`src/rtl/imem_loader_if.sv`:
```
// Byte-stream input and instruction-memory write port of the boot loader.
// A byte moves on every rising edge where byte_valid and byte_ready are both 1.
// The producer keeps byte_data stable while byte_valid is high and no transfer has occurred.
interface imem_loader_if;
    logic        byte_valid;
    logic [7:0]  byte_data;
    logic        byte_ready;
    logic [31:0] wr_addr0;
    logic [31:0] wr_din0;
    logic        we0;

    modport master (
        input  byte_valid, byte_data,
        output byte_ready, wr_addr0, wr_din0, we0
    );

    modport slave (
        output byte_valid, byte_data,
        input  byte_ready, wr_addr0, wr_din0, we0
    );
endinterface

```
`src/rtl/imem_loader.sv`:
```
// Boot-time program loader: packs a little-endian byte stream into 32-bit words
// and writes them to consecutive imem word addresses, holding the core until done.
module imem_loader #(
    parameter int DEPTH          = 128,
    parameter int ADDR_W         = 7,
    parameter int TIMEOUT_CYCLES = 1000000,
    parameter int TO_W           = 20
) (
    input  logic              clk,
    input  logic              rst,
    input  logic              start,
    input  logic [ADDR_W:0]   len,
    imem_loader_if.master     bus,
    output logic              core_hold,
    output logic              busy,
    output logic              done,
    output logic              err,
    output logic [7:0]        checksum,
    output logic [ADDR_W:0]   words_loaded,
    output logic [1:0]        state_dbg
);
    typedef enum logic [1:0] {
        S_IDLE = 2'd0,
        S_LOAD = 2'd1,
        S_DONE = 2'd2,
        S_ERR  = 2'd3
    } state_t;

    state_t              state_q, state_d;
    logic [1:0]          byte_idx_q, byte_idx_d;
    logic [23:0]         asm_q, asm_d;
    logic [ADDR_W-1:0]   word_idx_q, word_idx_d;
    logic [ADDR_W:0]     len_q, len_d;
    logic [ADDR_W:0]     words_q, words_d;
    logic [TO_W-1:0]     to_cnt_q, to_cnt_d;
    logic [7:0]          sum_q, sum_d;
    logic [31:0]         addr_q, addr_d;
    logic [31:0]         din_q, din_d;
    logic                we_q, we_d;
    logic                ready_q, ready_d;
    logic                hold_q, hold_d;
    logic                busy_q, busy_d;
    logic                done_q, done_d;
    logic                err_q, err_d;

    logic start_acc, len_bad, accept, word_full, last_word, timed_out;

    assign start_acc = start && (state_q != S_LOAD);
    assign len_bad   = (len == '0) || (len > (ADDR_W+1)'(DEPTH));
    assign accept    = bus.byte_valid && ready_q;
    assign word_full = accept && (byte_idx_q == 2'd3);
    assign last_word = word_full && ((words_q + (ADDR_W+1)'(1)) == len_q);
    // Timeout fires on the idle cycle that brings the count up to TIMEOUT_CYCLES.
    assign timed_out = (state_q == S_LOAD) && !accept &&
                       ((to_cnt_q + TO_W'(1)) == TO_W'(TIMEOUT_CYCLES));

    always_ff @(posedge clk) begin
        if (rst) state_q <= S_IDLE;
        else     state_q <= state_d;
    end

    always_comb begin
        state_d = state_q;
        case (state_q)
            S_LOAD: begin
                if (last_word)      state_d = S_DONE;
                else if (timed_out) state_d = S_ERR;
            end
            default: begin
                if (start_acc) state_d = len_bad ? S_ERR : S_LOAD;
            end
        endcase
    end

    always_comb begin
        byte_idx_d = byte_idx_q;
        asm_d      = asm_q;
        word_idx_d = word_idx_q;
        len_d      = len_q;
        words_d    = words_q;
        to_cnt_d   = to_cnt_q;
        sum_d      = sum_q;
        addr_d     = addr_q;
        din_d      = din_q;
        we_d       = 1'b0;
        done_d     = 1'b0;
        hold_d     = hold_q;
        err_d      = err_q;
        ready_d    = (state_d == S_LOAD);
        busy_d     = (state_d == S_LOAD);
        if (start_acc) begin
            byte_idx_d = '0;
            word_idx_d = '0;
            words_d    = '0;
            to_cnt_d   = '0;
            sum_d      = '0;
            len_d      = len;
            hold_d     = 1'b1;
            err_d      = len_bad;
        end else if (state_q == S_LOAD) begin
            if (accept) begin
                sum_d      = sum_q + bus.byte_data;
                to_cnt_d   = '0;
                byte_idx_d = byte_idx_q + 2'd1;
                case (byte_idx_q)
                    2'd0: asm_d[7:0]   = bus.byte_data;
                    2'd1: asm_d[15:8]  = bus.byte_data;
                    2'd2: asm_d[23:16] = bus.byte_data;
                    default: begin
                        we_d       = 1'b1;
                        din_d      = {bus.byte_data, asm_q};
                        addr_d     = 32'(word_idx_q);
                        word_idx_d = word_idx_q + ADDR_W'(1);
                        words_d    = words_q + (ADDR_W+1)'(1);
                    end
                endcase
                if (last_word) begin
                    done_d = 1'b1;
                    hold_d = 1'b0;
                end
            end else begin
                to_cnt_d = to_cnt_q + TO_W'(1);
                if (timed_out) err_d = 1'b1;
            end
        end
    end

    always_ff @(posedge clk) begin
        if (rst) begin
            byte_idx_q <= '0;
            asm_q      <= '0;
            word_idx_q <= '0;
            len_q      <= '0;
            words_q    <= '0;
            to_cnt_q   <= '0;
            sum_q      <= '0;
            addr_q     <= '0;
            din_q      <= '0;
            we_q       <= 1'b0;
            ready_q    <= 1'b0;
            hold_q     <= 1'b1;
            busy_q     <= 1'b0;
            done_q     <= 1'b0;
            err_q      <= 1'b0;
        end else begin
            byte_idx_q <= byte_idx_d;
            asm_q      <= asm_d;
            word_idx_q <= word_idx_d;
            len_q      <= len_d;
            words_q    <= words_d;
            to_cnt_q   <= to_cnt_d;
            sum_q      <= sum_d;
            addr_q     <= addr_d;
            din_q      <= din_d;
            we_q       <= we_d;
            ready_q    <= ready_d;
            hold_q     <= hold_d;
            busy_q     <= busy_d;
            done_q     <= done_d;
            err_q      <= err_d;
        end
    end

    assign bus.byte_ready = ready_q;
    assign bus.wr_addr0   = addr_q;
    assign bus.wr_din0    = din_q;
    assign bus.we0        = we_q;
    assign core_hold      = hold_q;
    assign busy           = busy_q;
    assign done           = done_q;
    assign err            = err_q;
    assign checksum       = sum_q;
    assign words_loaded   = words_q;
    assign state_dbg      = state_q;
endmodule

```
`src/flat_wrapper.sv`:
```
// flat-port wrapper written by rule: the top's interface ports become plain ports
module imem_loader_flat 
#(
    parameter int DEPTH          = 128,
    parameter int ADDR_W         = 7,
    parameter int TIMEOUT_CYCLES = 1000000,
    parameter int TO_W           = 20
)
  (clk, rst, start, len, core_hold, busy, done, err, checksum, words_loaded, state_dbg, bus_byte_valid, bus_byte_data, bus_byte_ready, bus_wr_addr0, bus_wr_din0, bus_we0);
  imem_loader_if bus_i ();
  input  logic clk;
  input  logic rst;
  input  logic start;
  input  logic [ADDR_W:0] len;
  output logic core_hold;
  output logic busy;
  output logic done;
  output logic err;
  output logic [7:0] checksum;
  output logic [ADDR_W:0] words_loaded;
  output logic [1:0] state_dbg;
  input wire logic [$bits(bus_i.byte_valid)-1:0] bus_byte_valid;
  input wire logic [$bits(bus_i.byte_data)-1:0] bus_byte_data;
  output wire logic [$bits(bus_i.byte_ready)-1:0] bus_byte_ready;
  output wire logic [$bits(bus_i.wr_addr0)-1:0] bus_wr_addr0;
  output wire logic [$bits(bus_i.wr_din0)-1:0] bus_wr_din0;
  output wire logic [$bits(bus_i.we0)-1:0] bus_we0;
  assign bus_i.byte_valid = bus_byte_valid;
  assign bus_i.byte_data = bus_byte_data;
  assign bus_byte_ready = bus_i.byte_ready;
  assign bus_wr_addr0 = bus_i.wr_addr0;
  assign bus_wr_din0 = bus_i.wr_din0;
  assign bus_we0 = bus_i.we0;
  imem_loader #(.DEPTH(DEPTH), .ADDR_W(ADDR_W), .TIMEOUT_CYCLES(TIMEOUT_CYCLES), .TO_W(TO_W)) u_core (.clk(clk), .rst(rst), .start(start), .len(len), .bus(bus_i), .core_hold(core_hold), .busy(busy), .done(done), .err(err), .checksum(checksum), .words_loaded(words_loaded), .state_dbg(state_dbg));
endmodule
```
`config.mk`:
```
export PLATFORM = sky130hd
export DESIGN_NAME = imem_loader_flat
export DESIGN_NICKNAME = d
export VERILOG_FILES = /design/src/rtl/imem_loader_if.sv /design/src/rtl/imem_loader.sv /design/src/flat_wrapper.sv
export SDC_FILE = /design/constraint.sdc
export NUM_CORES = 1
export LEC_CHECK = 0
export CAP_MARGIN = 0
export CORE_MARGIN = 2
export CORE_UTILIZATION = 45
export DETAILED_ROUTE_END_ITERATION = 8
export PLACE_DENSITY = 0.75
export SKIP_CTS_REPAIR_TIMING = 1
export SYNTH_ARGS = -nofsm -noshare
export SYNTH_HDL_FRONTEND = slang
export SYNTH_SLANG_ARGS = --single-unit
```
`constraint.sdc`:
```
create_clock -name clk -period 2.1 [get_ports clk]
set_clock_uncertainty 0.05 [all_clocks]
set_input_delay 0.315 -clock clk [delete_from_list [all_inputs] [get_ports clk]]
set_output_delay 0.315 -clock clk [all_outputs]
set_load 0.005 [all_outputs]
```
==> results by group, run 1 <==
CTS
  • CTS root buf: clkbuf_16
  • Clock transition at path regs: 0.05 ns
  • H-Tree Depth: 4
  • TritonCTS Sinks: 123
  • Max Root-Sink Buffers: 2
  • TritonCTS clock tree: done
  • Clk_lat worst skew: 0.42 ns
  • CTS buffer count: 17

Worst setup path
  • R2r endpoint: u_core.bus.byte_ready
  • Worst path cell trace: ha_4, or4_1, a221oi_2, nand4_1, o41ai_4, nor4_2
  • Cell family with most CP delay: simple AND/OR/NAND/NOR gates
  • CP endpoint kind: register
  • Crit-path slowest cell: or4_1
  • WS Path Type: register to register
  • Crit Reg-Reg Startpoint: u_core.to_cnt_q[0]
  • Req. time, crit path: 2.32 ns
  • Slowest stage delay, CP: 0.42 ns
  • Element type at the critical path start: register
  • CP Buf/Inv Count: 0
  • Reg2reg setup slack: 0.03 ns
  • Reg2Reg Depth: 6
  • Crit-path max FO: 5
  • CP arrival: 2.29 ns

Pwr
  • Max VDD drop: 0.546 mV
  • Logic pwr share: 6.0%
  • Sw Pwr: 1250 µW
  • Clock power share: 52.4%
  • PD cells: 724 mW/mm²
  • Reg power frac: 41.6%
  • Sw Ratio: 21.9%
  • Leak Pwr: 0.00289 µW
  • Internal: 4460 µW

Timing
  • Slew HR: 48.6%
  • Final-report setup violation count: 0
  • Tmin final: 2.07 ns
  • Final Hold Viols: 0
  • Max frequency: 483 MHz
  • Final worst-path cycle share: 98.7%
  • Unrepaired setup endpoints after global routing: yes
  • Slew Limit Fails: 0
  • Least-Margin Pin Slew: 0.771 ns
  • Worst hold slack: 0.145 ns
  • Final WS setup: 0.0281 ns

Hold path
  • Hold endpoint: u_core.state_dbg[1]
  • HP Start: rst
  • Hold depth: 3
  • Min-Delay Path Class: input port to register

Global route
  • Initial antenna violation count: 1
  • Largest net degree at the start of global routing: 76
  • Vias in the first global route: 4934
  • First-pass GRT wire length: 23600 µm
  • Gr usage total: 21.9%
  • Grt total ovfl: 0

Logic synthesis
  • Post-Syn Instances: 735
  • Ys flop type: dfxtp_1
  • Synth Cell Area: 0.00577 mm²
  • Syn_area_per_cell: 7.85 µm²
  • Ys Warns: 0
  • Ys async rst share: 0%
  • Post-synth EDFFs: 0
  • Post-synthesis sequential area ratio: 42.7%
  • Cell variety after synth: 51
  • #FFs+latches synth: 123

Run status
  • Status: completed

Run
  • Max_cap viols: 0

Final layout
  • Fillers: 1089
  • Multi-input gate area: 0.00314 mm²
  • Antenna cell count: 0
  • Synthesis-to-layout area growth: 36.7%
  • Fin nets: 898
  • Share of layout cells above drive strength 1: 16.4%
  • FF/Latch Area: 0.00247 mm²

Floorplanning
  • Die area: 0.0137 mm²
  • DIE HEIGHT: 117 µm
  • Initial Utilization: 45.9%
  • Core Footprint: 0.0126 mm²
  • Row count: 41
  • Io pins: 108
  • Die Span X: 117 µm

Placement
  • PortBufs: 82
  • DPL Wire Length: 9990 µm
  • Setup WS pre-CTS: -0.460 ns
  • Final RePlAce weighted congestion: 0.885

Detailed routing
  • DR iter-0 viols: 387
  • WL/cell: 14.0 µm
  • DR pass1 iterations: 5
  • Remaining antenna violation count: 0
  • Vias: 5428
  • DRC viols: 0
  • WL final: 14700 µm
  • DR vias/cell: 5.19
## synthesized netlist by cell type, types with 10 or more instances
master      n  area share, %
nand2_1   160             10
dfxtp_1   123             43
a21oi_1   103            8.9
clkbuf_1   43            2.8
nor2_1     42            2.7
nand3_1    41            3.6
buf_4      26            3.4
o21ai_0    24            2.1
ha_1       16            3.5
xor2_1     16            2.4
xnor2_1    15            2.3
inv_1      11           0.72
nor3_1     11           0.95
nand4_1    10            1.1
## flip-flops by register name, indices dropped and copies added (netlist names)
signal                 flops
u_core.err                 1
u_core.state_dbg           2
u_core.bus.wr_din0        32
u_core.asm_q              24
u_core.to_cnt_q           20
u_core.byte_idx_q          2
u_core.word_idx_q          7
u_core.checksum            8
u_core.core_hold           1
u_core.done                1
u_core.bus.byte_ready      1
u_core.bus.wr_addr0        7
u_core.bus.we0             1
u_core.len_q               8
u_core.words_loaded        8
## tightest hold or removal path: cells and delay by family
| family | cells | cell delay [ns] |
|---|---|---|
| buf+inv | 2 | 0.15 |
| compound gates | 1 | 0.10 |
## per-stage QoR
stage / area [µm²] / power [µW] / setup TNS [ns] / std cells / util [%]
after global placement: 7080 / 2740 / -1.99 / 1011 / 56.3
after detailed placement: 7080 / 2750 / -1.95 / 1011 / 56.3
after floorplan: 5870 / 2620 / 0 / 759 / -
final: 7880 / 5710 / 0 / 1045 / 62.7
after CTS: 7690 / 5730 / -0.193 / 1042 / 61.2
after global routing: 7880 / 5890 / -0.125 / 1045 / 62.7
## cell type report
| cell class | count | area share [%] |
|---|---|---|
| tap | 172 | 2.73 |
| multi-input combinational | 551 | 39.9 |
| clock buffer | 21 | 5.97 |
| clock inverter | 10 | 1.78 |
| inverter | 11 | 0.524 |
| sequential | 123 | 31.4 |
| timing repair buffer | 157 | 17.7 |
## cell families (layout without fill, tap and decap cells)
kind of cell	count (synthesis)	count (layout)	synth area share [%]
compound gates	164	164	16.3
xor+xnor	31	31	4.71
fa+ha+maj	17	17	3.82
buf+inv	85	199	7.25
flops	123	123	42.7
mux	1	1	0.174
other cells	1	25	0.0650
simple gates	313	313	25.0
## layer usage
metal / track usage, % / vias to the layer above / part of all wire [%]
met3: 5.15 / 20 / 5.2
met5: 0 / - / 0.089
li1: - / 2725 / -
met4: 9.10 / 2 / 1.5
met1: 29.4 / 2525 / 47
met2: 34.0 / 156 / 47
## cells in the final DEF (no fill, tap or decap), types with 3 or more instances in the layout
cell,Yosys,layout
clkinv_4,0,3
nand3b_1,3,3
clkdlybuf4s50_1,0,81
or3_1,8,8
inv_1,11,11
a21oi_1,103,102
nor3_1,11,7
and3_1,5,3
a211oi_1,5,5
clkbuf_16,0,17
and4_1,3,3
nand2_1,160,160
a21o_1,4,4
xor2_1,16,16
nand3_1,41,39
o21ai_0,24,22
and2_1,6,5
conb_1,1,25
dfxtp_1,123,116
a311oi_1,4,4
nor2_1,42,41
a22oi_1,3,3
a31oi_1,5,5
xnor2_1,15,15
ha_2,0,3
bufinv_16,0,3
nand4b_1,3,3
dfxtp_2,0,7
nor4_1,8,6
nand4_1,10,10
buf_4,26,72
clkinv_2,0,3
clkbuf_8,0,3
ha_1,16,11
nor2b_1,4,4
## worst max-delay path by stage
stage                  startpoint                    end  slack [ns]  depth (start not counted)
3_5_place_dp     bus_byte_data[4]     u_core.checksum[7]       -0.46                          8
2_1_floorplan  u_core.to_cnt_q[4]             u_core.err      0.0002                          6
3_3_place_gp     bus_byte_data[4]     u_core.checksum[7]       -0.44                          8
4_1_cts        u_core.to_cnt_q[1]  u_core.bus.byte_ready       -0.09                          8
6_report       u_core.to_cnt_q[0]  u_core.bus.byte_ready        0.03                          6
5_1_grt        u_core.to_cnt_q[3]  u_core.bus.byte_ready       -0.06                          6
## power groups by stage
| stage | clock network (µW) | logic (µW) | registers, µW |
|---|---|---|---|
| finish | 2990 | 341 | 2380 |
| global route | 3130 | 379 | 2380 |
| CTS | 3030 | 325 | 2370 |
| detailed placement | 0 | 323 | 2420 |
| global placement | 0 | 319 | 2420 |
| floorplan | 0 | 203 | 2420 |
(Power assumes the default switching activity.)
==> inputs of run 2 (changes only) <==
--- a/config.mk
+++ b/config.mk
@@ -9,7 +9,8 @@
 export CORE_MARGIN = 2
 export CORE_UTILIZATION = 45
 export DETAILED_ROUTE_END_ITERATION = 8
-export PLACE_DENSITY = 0.75
+export DONT_BUFFER_PORTS = 1
+export PLACE_DENSITY = 0.67
 export SKIP_CTS_REPAIR_TIMING = 1
 export SYNTH_ARGS = -nofsm -noshare
 export SYNTH_HDL_FRONTEND = slang
==> run 2 against run 1 <==
Compared with the run above:
- the run now ends with negative hold slack left
- non-clock buffer count decreased by 89
- flip-flop and latch count unchanged
- clock power increased by 5%
- count of clock-buffer cells in the layout decreased by 2
- hold slack got worse by 0.15 ns
- die area unchanged
- critical path depth increased by 1
- sequential share of layout area increased by 3.8 points
- critical endpoint is now u_core.state_dbg[1]
- largest cell class unchanged
- largest power group unchanged
==> results by group, run 2 (synthesized netlist as in run 1, its figures left out) <==
Run status
  • Status: complete, but fails checks
  • Failing checks: negative hold slack

Pwr
  • Sw Ratio: 22.1%
  • Clock power share: 54.2%
  • Max VDD drop: 0.484 mV
  • Total power: 5780 µW
  • Leak Pwr: 0.00252 µW
  • Reg power frac: 41.0%
  • Internal: 4510 µW
  • Sw Pwr: 1280 µW
  • PD cells: 822 mW/mm²
  • Logic pwr share: 4.8%

CTS
  • CTS root buf: clkbuf_16
  • Max Root-Sink Buffers: 2
  • CTS buffer count: 17
  • Clk_lat worst skew: 0.42 ns
  • H-Tree Depth: 4
  • Clock transition at path regs: 0.06 ns
  • TritonCTS Sinks: 123
  • TritonCTS clock tree: done

Detailed routing
  • DR iter-0 viols: 422
  • DR vias/cell: 5.47
  • WL final: 14700 µm
  • DRC viols: 0
  • Vias: 5237
  • DR pass1 iterations: 5
  • Remaining antenna violation count: 0
  • WL/cell: 15.3 µm

Final layout
  • Max FFs per register: 32
  • Finished Cell Area: 0.00704 mm²
  • Share of layout cells above drive strength 1: 15.3%
  • Multi-input gate area: 0.00308 mm²
  • FF/Latch Area: 0.00248 mm²
  • Most frequent cells in the layout: 160 x nand2_1, 114 x dfxtp_1, 102 x a21oi_1
  • Fin nets: 809
  • Antenna cell count: 0
  • Final core utilization: 56.0%
  • Most common cell after layout, fill and taps aside: nand2_1
  • Synthesis-to-layout area growth: 22.1%
  • Fillers: 1147

Worst setup path
  • CP arrival: 2.37 ns
  • Element type at the critical path start: register
  • Req. time, crit path: 2.42 ns
  • Crit-path max FO: 7
  • Reg2Reg Depth: 7
  • WS Path Type: register to register
  • CP endpoint kind: register

Floorplanning
  • Row count: 41
  • Core Footprint: 0.0126 mm²
  • Die area: 0.0137 mm²
  • Die Span X: 117 µm
  • Io pins: 108
  • Initial Utilization: 45.9%
  • DIE HEIGHT: 117 µm

Timing
  • Final Hold Viols: 2
  • Slew Limit Fails: 0
  • Worst hold slack: -0.00599 ns
  • Slew HR: 66.8%
  • Final-report setup violation count: 0
  • Setup TNS: 0 ns
  • Unrepaired setup endpoints after global routing: yes
  • Max frequency: 488 MHz
  • Tmin final: 2.05 ns
  • Final worst-path cycle share: 97.6%
  • Final WS setup: 0.0505 ns
  • Least-Margin Pin Slew: 0.486 ns

Global route
  • Gr usage total: 20.8%
  • Vias in the first global route: 4762
  • Grt total ovfl: 0
  • Largest net degree at the start of global routing: 77
  • First-pass GRT wire length: 22300 µm
  • Initial antenna violation count: 0

Placement
  • Setup WS pre-CTS: -0.0299 ns
  • DPL Wire Length: 9650 µm
  • PortBufs: 0
  • Cell Area, Placed: 0.00609 mm²
  • Final RePlAce weighted congestion: 0.974

Hold path
  • Hold depth: 2
  • Min-Delay Path Class: input port to register

Run
  • Max_cap viols: 0
[run 2: changes by cell type in the layout (fill, tap and decap cells not counted), sizes merged]
cell           delta
bufinv            +1
dlygate4sd3      +16
clkinvlp          +5
clkdlybuf4s50    -81
inv               +1
clkinv            -4
buf              -24
clkbuf            -2
[run 2: critical path, cell delays in order (launching register included)]
cell,delay [ns]
dfxtp_1,0.33
buf_4,0.16
nand3_1,0.08
or4_4,0.53
xor2_1,0.17
nand4_1,0.16
o41ai_2,0.35
o21a_1,0.17
[run 2: power by group through the flow]
stage	clock network, µW	logic [µW]	registers, µW
after floorplan	0	203	2420
after global placement	0	203	2420
after detailed placement	0	211	2420
after CTS	3190	212	2370
after global routing	3300	307	2370
final	3140	276	2370
[run 2: layout make-up]
cell class	instances	area share, %
Clock buffer	19	6.43
Tap cell	172	3.06
Timing Repair Buffer	68	8.26
Multi-Input combinational cell	551	43.8
Sequential cell	123	35.2
Inverter	11	0.586
Clock inverter	13	2.68
[run 2: metal layers]
layer,part of all wire [%],wire length [µm],track usage [%],up-vias
li1,-,-,-,2549
met1,41,6080,24.8,2485
met2,50,7280,35.3,181
met3,7.3,1080,7.36,22
met4,1.5,214,6.51,0
met5,0,0,0,-
[run 2: stage by stage]
stage / hold WS (ns) / std cells
5_1_grt: 0.000252 / 957
3_3_place_gp: 0.340 / 908
4_1_cts: -0.107 / 940
3_5_place_dp: 0.340 / 908
2_1_floorplan: 0.382 / 759
6_report: -0.00599 / 957
[run 2: path summary, 6_finish.rpt]
| path | from | endpoint | slack (ns) |
|---|---|---|---|
| setup / recovery | u_core.to_cnt_q[8] | u_core.state_dbg[1] | 0.05 |
| hold / removal | bus_byte_data[0] | u_core.asm_q[8] | -0.006 |
| setup reg to reg | u_core.to_cnt_q[8] | u_core.state_dbg[1] | 0.05 |
| hold reg to reg | u_core.asm_q[7] | u_core.bus.wr_din0[7] | 0.40 |
==> inputs of run 3 (changes only) <==
--- a/config.mk
+++ b/config.mk
@@ -11,7 +11,6 @@
 export DETAILED_ROUTE_END_ITERATION = 8
 export DONT_BUFFER_PORTS = 1
 export PLACE_DENSITY = 0.67
-export SKIP_CTS_REPAIR_TIMING = 1
 export SYNTH_ARGS = -nofsm -noshare
 export SYNTH_HDL_FRONTEND = slang
 export SYNTH_SLANG_ARGS = --single-unit
==> run 3 against run 2 <==
Compared with the run above:
- the flow now finishes without violations
- setup slack better by 0.026 ns
- critical path depth down 1
- final cell count rose by 0.10%
- die area is the same
- largest power group unchanged
- first-iteration DRC count is 4.7% lower
- critical endpoint is now u_core.err
- register-to-register slack better by 0.03 ns
- fmax increased by 1.3%
- cell area is 0.21% lower
- sequential share of layout area is essentially flat
==> results by group, run 3 (synthesized netlist as in run 1, its figures left out) <==
Run status
  • Status: completed

Global route
  • Initial antenna violation count: 0
  • Largest net degree at the start of global routing: 76
  • Most Crowded Layer GR: met2
  • Grt total ovfl: 0
  • GRT met2 Usage: 37.9%
  • GR met1 Demand/Resource: 25.4%
  • Gr usage total: 22.0%
  • First-pass GRT wire length: 23400 µm
  • GR Layer Usage met3: 7.57%
  • Vias in the first global route: 4922

Detailed routing
  • DR pass1 iterations: 5
  • Remaining antenna violation count: 0
  • Vias: 5255
  • DR vias/cell: 5.49
  • WL final: 14900 µm
  • WL/cell: 15.5 µm
  • DRC viols: 0
  • DR iter-0 viols: 402

Timing
  • Slew Limit Fails: 0
  • Final worst-path cycle share: 96.3%
  • Tmin final: 2.02 ns
  • Final Hold Viols: 0
  • Least-Margin Pin Slew: 0.476 ns
  • Unrepaired setup endpoints after global routing: yes
  • Max frequency: 494 MHz
  • Slew HR: 67.5%
  • Final WS setup: 0.0767 ns
  • Final-report setup violation count: 0

Final layout
  • Finished Cell Area: 0.00703 mm²
  • Final core utilization: 55.9%
  • Synthesis-to-layout area growth: 21.8%
  • Most frequent cells in the layout: 160 x nand2_1, 118 x dfxtp_1, 102 x a21oi_1
  • Most common cell after layout, fill and taps aside: nand2_1
  • Fillers: 1150
  • Fin nets: 810
  • Share of layout cells above drive strength 1: 14.8%
  • Max FFs per register: 32
  • Antenna cell count: 0
  • FF/Latch Area: 0.00247 mm²
  • Multi-input gate area: 0.00308 mm²

Placement
  • Setup WS pre-CTS: -0.0299 ns
  • PortBufs: 0
  • Final RePlAce weighted congestion: 0.974
  • DPL Wire Length: 9650 µm
  • Cell Area, Placed: 0.00609 mm²

Pwr
  • Sw Pwr: 1280 µW
  • Clock power share: 54.2%
  • Internal: 4510 µW
  • PD cells: 824 mW/mm²
  • Reg power frac: 40.9%
  • Logic pwr share: 4.9%
  • Max VDD drop: 0.483 mV
  • Sw Ratio: 22.2%
  • Leak Pwr: 0.00252 µW

CTS
  • TritonCTS clock tree: done
  • TritonCTS Sinks: 123
  • Max Root-Sink Buffers: 2
  • Clock transition at path regs: 0.06 ns
  • H-Tree Depth: 4
  • Clk_lat worst skew: 0.42 ns
  • CTS root buf: clkbuf_16
  • Number of setup buffers added after CTS: 0
  • CTS buffer count: 17

Floorplanning
  • DIE HEIGHT: 117 µm
  • Row count: 41
  • Die area: 0.0137 mm²
  • Io pins: 108
  • Die Span X: 117 µm
  • Initial Utilization: 45.9%
  • Core Footprint: 0.0126 mm²

Worst setup path
  • Reg2Reg Depth: 6
  • Req. time, crit path: 2.36 ns
  • CP endpoint kind: register
  • WS Path Type: register to register
  • CP arrival: 2.28 ns
  • Crit-path max FO: 5
  • Element type at the critical path start: register

Hold path
  • Min-Delay Path Class: input port to register
  • Hold depth: 2

Run
  • Max_cap viols: 0
-- run 3: power by group through the flow --
| stage | sequential (µW) | combinational [µW] | clock, µW |
|---|---|---|---|
| floorplan | 2420 | 203 | 0 |
| global placement | 2420 | 203 | 0 |
| detailed placement | 2420 | 211 | 0 |
| CTS | 2370 | 272 | 3190 |
| global route | 2370 | 312 | 3300 |
| finish | 2370 | 281 | 3140 |
-- run 3: layer usage --
| layer | wire, µm | up-vias |
|---|---|---|
| li1 | - | 2554 |
| met1 | 6140 | 2500 |
| met4 | 182 | 0 |
| met5 | 0 | - |
| met3 | 1100 | 21 |
| met2 | 7440 | 180 |
-- run 3: stage by stage --
stage          total power [µW]  std cells  TNS [ns]  hold WS [ns]
3_5_place_dp               2630        908   -0.0723         0.340
6_report                   5790        958         0        0.0158
5_1_grt                    5980        958   -0.0348       0.00925
2_1_floorplan              2620        759         0         0.382
4_1_cts                    5830        957         0      0.000623
3_3_place_gp               2630        908         0         0.340
-- run 3: critical path: stages (launching register included) --
cell	delay, ns
dfxtp_2	0.36
nand4_1	0.15
or4_4	0.56
nor3_2	0.22
a2bb2oi_2	0.20
nor4_1	0.08
o311a_1	0.28
-- run 3: final timing paths --
kind | startpoint | to | slack (ns)
max | u_core.to_cnt_q[10] | u_core.err | 0.08
min reg2reg | u_core.asm_q[7] | u_core.bus.wr_din0[7] | 0.40
max reg2reg | u_core.to_cnt_q[10] | u_core.err | 0.08
min | bus_byte_data[5] | u_core.asm_q[21] | 0.02
-- run 3: repair_timing --
item / in CTS / in global routing
endpoints found under the hold margin: 75 / 1
setup endpoints to repair: 3 / 13
gates resized for setup: 5 / 22
hold buffers: 17 / 1
pin swaps: 0 / 8
-- run 3: area by class of cell --
cell class | instances | area share, %
Multi-Input combinational cell | 551 | 43.8
Sequential cell | 123 | 35.2
Timing Repair Buffer | 69 | 8.26
Clock buffer | 19 | 6.45
Tap cell | 172 | 3.06
Clock inverter | 13 | 2.69
Inverter | 11 | 0.588
